===== config.mk =====
export PLATFORM = sky130hd
export DESIGN_NAME = multicycle_control
export DESIGN_NICKNAME = d
export VERILOG_FILES = /design/src/rtl/multicycle_control.sv
export SDC_FILE = /design/constraint.sdc
export NUM_CORES = 1
export LEC_CHECK = 0
export BUFFER_PORTS_ARGS = -buffer_cell sky130_fd_sc_hd__clkbuf_2
export CAP_MARGIN = 10
export CORE_ASPECT_RATIO = 2
export CORE_MARGIN = 2
export CORE_UTILIZATION = 45
export CTS_CLUSTER_DIAMETER = 80
export CTS_CLUSTER_SIZE = 12
export DETAILED_ROUTE_END_ITERATION = 8
export HOLD_SLACK_MARGIN = 0.05
export PLACE_DENSITY = 0.7
export RECOVER_POWER = 25
export SLEW_MARGIN = 20
export SYNTH_ARGS = -nofsm -noshare
export SYNTH_HDL_FRONTEND = slang
export SYNTH_SLANG_ARGS = --single-unit

===== constraint.sdc =====
create_clock -name clk -period 2.3 [get_ports clk]
set_clock_uncertainty 0.15 [all_clocks]
set_input_delay 0.115 -clock clk [delete_from_list [all_inputs] [get_ports clk]]
set_output_delay 0.115 -clock clk [all_outputs]
set_load 0.01 [all_outputs]

===== src/rtl/multicycle_control.sv =====
// Multicycle MIPS-style control unit: a state machine plus per-state datapath controls.
// It also provides an illegal-opcode pulse and a counter of completed instructions.
module multicycle_control (
    input  logic        clk,
    input  logic        reset,
    input  logic [5:0]  opcode_i,
    input  logic        mem_ready_i,
    output logic        pc_write,
    output logic        pc_write_cond,
    output logic        i_or_d,
    output logic        mem_read,
    output logic        mem_write,
    output logic        ir_write,
    output logic        mem_to_reg,
    output logic        reg_dst,
    output logic        reg_write,
    output logic        alu_src_a,
    output logic [1:0]  alu_src_b,
    output logic [1:0]  alu_op,
    output logic [1:0]  pc_source,
    output logic [3:0]  state_o,
    output logic        illegal_o,
    output logic [31:0] instr_count_o
);

    typedef enum logic [3:0] {
        FETCH     = 4'd0,
        DECODE    = 4'd1,
        MEM_ADDR  = 4'd2,
        MEM_READ  = 4'd3,
        MEM_WB    = 4'd4,
        MEM_WRITE = 4'd5,
        EXECUTE   = 4'd6,
        ALU_WB    = 4'd7,
        BRANCH    = 4'd8,
        JUMP      = 4'd9,
        ADDI_EXEC = 4'd10,
        ADDI_WB   = 4'd11
    } state_t;

    localparam logic [5:0] OP_RTYPE = 6'b000000;
    localparam logic [5:0] OP_LW    = 6'b100011;
    localparam logic [5:0] OP_SW    = 6'b101011;
    localparam logic [5:0] OP_BEQ   = 6'b000100;
    localparam logic [5:0] OP_J     = 6'b000010;
    localparam logic [5:0] OP_ADDI  = 6'b001000;

    state_t      state;
    logic [31:0] count;
    logic        legal_op;

    always_comb begin
        case (opcode_i)
            OP_RTYPE, OP_LW, OP_SW, OP_BEQ, OP_J, OP_ADDI: legal_op = 1'b1;
            default:                                       legal_op = 1'b0;
        endcase
    end

    always_ff @(posedge clk or negedge reset) begin
        if (!reset) begin
            state <= FETCH;
            count <= '0;
        end else begin
            case (state)
                FETCH:     if (mem_ready_i) state <= DECODE;
                DECODE: begin
                    case (opcode_i)
                        OP_RTYPE:     state <= EXECUTE;
                        OP_LW, OP_SW: state <= MEM_ADDR;
                        OP_BEQ:       state <= BRANCH;
                        OP_J:         state <= JUMP;
                        OP_ADDI:      state <= ADDI_EXEC;
                        default:      state <= FETCH;
                    endcase
                end
                MEM_ADDR:  state <= (opcode_i == OP_LW) ? MEM_READ : MEM_WRITE;
                MEM_READ:  if (mem_ready_i) state <= MEM_WB;
                MEM_WRITE: begin
                    if (mem_ready_i) begin
                        state <= FETCH;
                        count <= count + 32'd1;
                    end
                end
                EXECUTE:   state <= ALU_WB;
                ADDI_EXEC: state <= ADDI_WB;
                MEM_WB, ALU_WB, ADDI_WB, BRANCH, JUMP: begin
                    state <= FETCH;
                    count <= count + 32'd1;
                end
                default:   state <= FETCH;
            endcase
        end
    end

    // Controls decode from the current state; reset gates them so FETCH does not drive memory while held.
    always_comb begin
        pc_write      = 1'b0;
        pc_write_cond = 1'b0;
        i_or_d        = 1'b0;
        mem_read      = 1'b0;
        mem_write     = 1'b0;
        ir_write      = 1'b0;
        mem_to_reg    = 1'b0;
        reg_dst       = 1'b0;
        reg_write     = 1'b0;
        alu_src_a     = 1'b0;
        alu_src_b     = 2'b00;
        alu_op        = 2'b00;
        pc_source     = 2'b00;
        if (reset) begin
            case (state)
                FETCH: begin
                    mem_read  = 1'b1;
                    alu_src_b = 2'b01;
                    ir_write  = mem_ready_i;
                    pc_write  = mem_ready_i;
                end
                DECODE:   alu_src_b = 2'b11;
                MEM_ADDR, ADDI_EXEC: begin
                    alu_src_a = 1'b1;
                    alu_src_b = 2'b10;
                end
                MEM_READ: begin
                    mem_read = 1'b1;
                    i_or_d   = 1'b1;
                end
                MEM_WB: begin
                    mem_to_reg = 1'b1;
                    reg_write  = 1'b1;
                end
                MEM_WRITE: begin
                    mem_write = 1'b1;
                    i_or_d    = 1'b1;
                end
                EXECUTE: begin
                    alu_src_a = 1'b1;
                    alu_op    = 2'b10;
                end
                ALU_WB: begin
                    reg_dst   = 1'b1;
                    reg_write = 1'b1;
                end
                ADDI_WB:  reg_write = 1'b1;
                BRANCH: begin
                    alu_src_a     = 1'b1;
                    alu_op        = 2'b01;
                    pc_write_cond = 1'b1;
                    pc_source     = 2'b01;
                end
                JUMP: begin
                    pc_write  = 1'b1;
                    pc_source = 2'b10;
                end
                default: ;
            endcase
        end
    end

    assign illegal_o     = reset && (state == DECODE) && !legal_op;
    assign state_o       = state;
    assign instr_count_o = count;

endmodule


==> out/qor.yml <==
synthesis:
  combinational_family_with_the_most_area_after_synthesis: "simple AND/OR/NAND/NOR gates"
  post_synth_edffs: 0
  synth.lib_cells_used.distinct: 47
  netlist.top_cell.by_area: "dfrtp_1"
  synth-seq-area-share_pct: 40.3
  post_synth_xor_xnor_area_pct: 13.3
  synth_top_area_share_pct: 40.3
  synthCells: 219
  ys_dominant_reg_cell: "dfrtp_1"
  avgSynthCellArea_sq_um: 10.2
  synthesis.nets: 229
  async_flop_share_pct: 100
  yosys_warnings: 0
  post_synth_instance_area_sq_um: 2230
  post_synth_and_or_nand_nor_area_fraction_pct: 35.9
  compound_gate_fraction_of_synth_area_pct: 5.26
  synth_mux_area_share_pct: 0
  yosys_register_bits: 36
  synth_area_leaders: "dfrtp_1, xor2_1, nor4_2, xnor2_1, and4_1"
  synthAdderAreaFrac_pct: 0.560
worst_setup_path:
  critical_path_arrival_ns: 1.86
  kind_of_start_point_of_the_critical_path: "flip-flop"
  critPathMaxFanout: 11
  rrSetupSlack_ns: 0.34
  timing.critical_path.required_ns: 2.04
  worstSetupEndpointType: "output pin"
  worstSetupPathType: "reg -> out"
  worst_reg2reg_path_depth: 4
floorplanning:
  floorplan.initialDensity_pct: 46.4
  core_sq_um: 4820
  design.portCount: 62
  die-area_sq_um: 5580
  chipWidth_um: 53.8
  die_h_um: 104
  core.rowCount: 36
sta:
  rsz0062_at_grt: "no"
  tns_ns: 0
  layout_worst_path_cycle_share_pct: 92.5
  report.final.slew_viol_count: 0
  finalHoldViolations: 0
  max_freq_ghz: 0.470
  max_slew_margin_pct: 65.7
  tightestPinTransition_ns: 0.501
  setup_violations: 0
  finalCriticalPeriod_ns: 2.13
  final_hold_slack_ns: 0.0712
  final.setup.worst_slack_ns: 0.173
power_and_ir_drop:
  p_leak_nw: 1.27
  peakVddDrop_uv: 530
  power_density_of_the_placed_cells_nw_per_um2: 548
clock_tree:
  cts_post_setup_buffers_inserted: 0
  cts.htree.levels: 2
  clkLatencyLatePin_ns: 0.29
  numClockSinks: 36
  worst_setup_hold_path_clk_slew_ns: 0.07
  cts_inserted_buffers: 5
  tritoncts: "done"
  ctsRootBufferMaster: "clkbuf_8"
  cts_buffer_depth: 2
placement:
  place.detailed.hpwl_um: 4090
  io_port_bufs: 61
  finalWeightedCongestion: 0.777
  instance_count_after_placement_with_tap_cells_included: 329
  place_worst_setup_slack_ns: 0.335
routing:
  drcViolationCount: 0
  drt-initial-drc-count: 32
  first_pass_iters: 4
  route.detailed.wl_per_inst_um: 16.4
  avgViaCountPerCell: 5.83
  route.final.wire_length_um: 5550
  antenna_violating_nets_post_route: 0
  vias: 1971
layout:
  finish.net_count: 290
  post_synthesis_to_final_layout_area_growth_pct: 18.0
  antenna_cells: 0
  final-instance-count-excl-fill: 338
  layout.cells.most_common_list: "dfrtp_1, clkbuf_2, clkbuf_1, xor2_1"
  most_common_cell_after_layout_fill_and_taps_aside: "dfrtp_1"
  drive_above_1_share_pct: 25.3
grt:
  global_route.overflow_total: 0
  largest_net_degree_at_the_start_of_global_routing: 32
  grt_pass1_wl_um: 8850
  grt_pass1_vias: 1877
  antenna_violations_before_repair: 0
  grt.total_usage_pct: 20.9
min_path:
  min-delay-path-class: "in -> reg"
  hold-path-cell-count: 3
run:
  maxCapViolations: 0
outcome:
  status: "complete, no violations"
-- synth_stat cells, drive strengths merged, types with 2 or more instances --
cell type / n
dfrtp: 36
xor2: 24
nor4: 15
nand2: 14
nor3: 14
nand3: 12
nand4: 12
nor2: 11
and4: 10
xnor2: 10
buf: 8
clkbuf: 5
nor4b: 5
inv: 4
o21ai: 4
a21oi: 3
and2: 3
or2: 3
or3: 3
a2111oi: 2
nand2b: 2
nand3b: 2
nor2b: 2
o21a: 2
-- kinds of logic (layout without fill, tap and decap cells) --
family / count (synthesis) / after routing
compound gates: 17 / 17
xor+xnor: 34 / 34
fa+ha+maj: 1 / 1
buf+inv: 17 / 79
flops: 36 / 36
simple gates: 114 / 114
-- flip-flops by register name, indices dropped and copies added, names as in the netlist --
register       cells
instr_count_o     32
state_o            4
-- worst paths after layout --
kind | from | to
worst max-delay path | state_o[2] | pc_write
worst min-delay path | mem_ready_i | state_o[2]
worst max register to register | state_o[0] | instr_count_o[30]
worst min register to register | instr_count_o[31] | instr_count_o[31]
max in group asynchronous | reset | instr_count_o[9]
min in group asynchronous | reset | instr_count_o[29]
-- metal layers --
layer | vias to the layer above | part of all wire [%] | GRT usage (%)
met4 | 0 | 3.3 | 11.4
met3 | 19 | 3.6 | 3.46
met5 | - | 0 | 0
met2 | 60 | 54 | 35.2
li1 | 928 | - | -
met1 | 964 | 39 | 23.6
-- area by class of cell --
cell class	count	area [sq um]
fillers	463	2180
multi-input cells	166	1240
repair buffers	67	320
flip-flops and latches	36	901
clock inverters	2	10.0
inverters	4	15.0
clock buffers	6	82.6
well taps	57	71.3
-- power breakdown --
group          internal, mW  leakage (nW)  switching, mW  total, mW
sequential            0.665         0.480         0.0574      0.723
clock                 0.239        0.0510          0.231      0.470
combinational        0.0944         0.736          0.158      0.252
total                 0.999          1.27          0.446       1.44
-- per-stage QoR --
step,cell area (sq um),util [%],power [mW]
after floorplan,2230,-,0.878
after global placement,2560,53.1,0.988
after detailed placement,2560,53.1,0.992
after CTS,2660,55.3,1.47
after global routing,2640,54.7,1.51
final,2640,54.7,1.44
-- timing repair --
action                                  CTS  global route
endpoints found under the setup margin    0             1
resized for setup                         0             1
endpoints found under the hold margin    36             0
hold buffers                              1             0
-- critical path, stage by stage (launching register included) --
cell and delay, ns:
dfrtp_1 0.49, buf_4 0.23, nor2_1 0.18, nand2_1 0.11
nor4b_2 0.29, or2_2 0.15, clkbuf_2 0.12
Power figures use the tool's default switching activity.
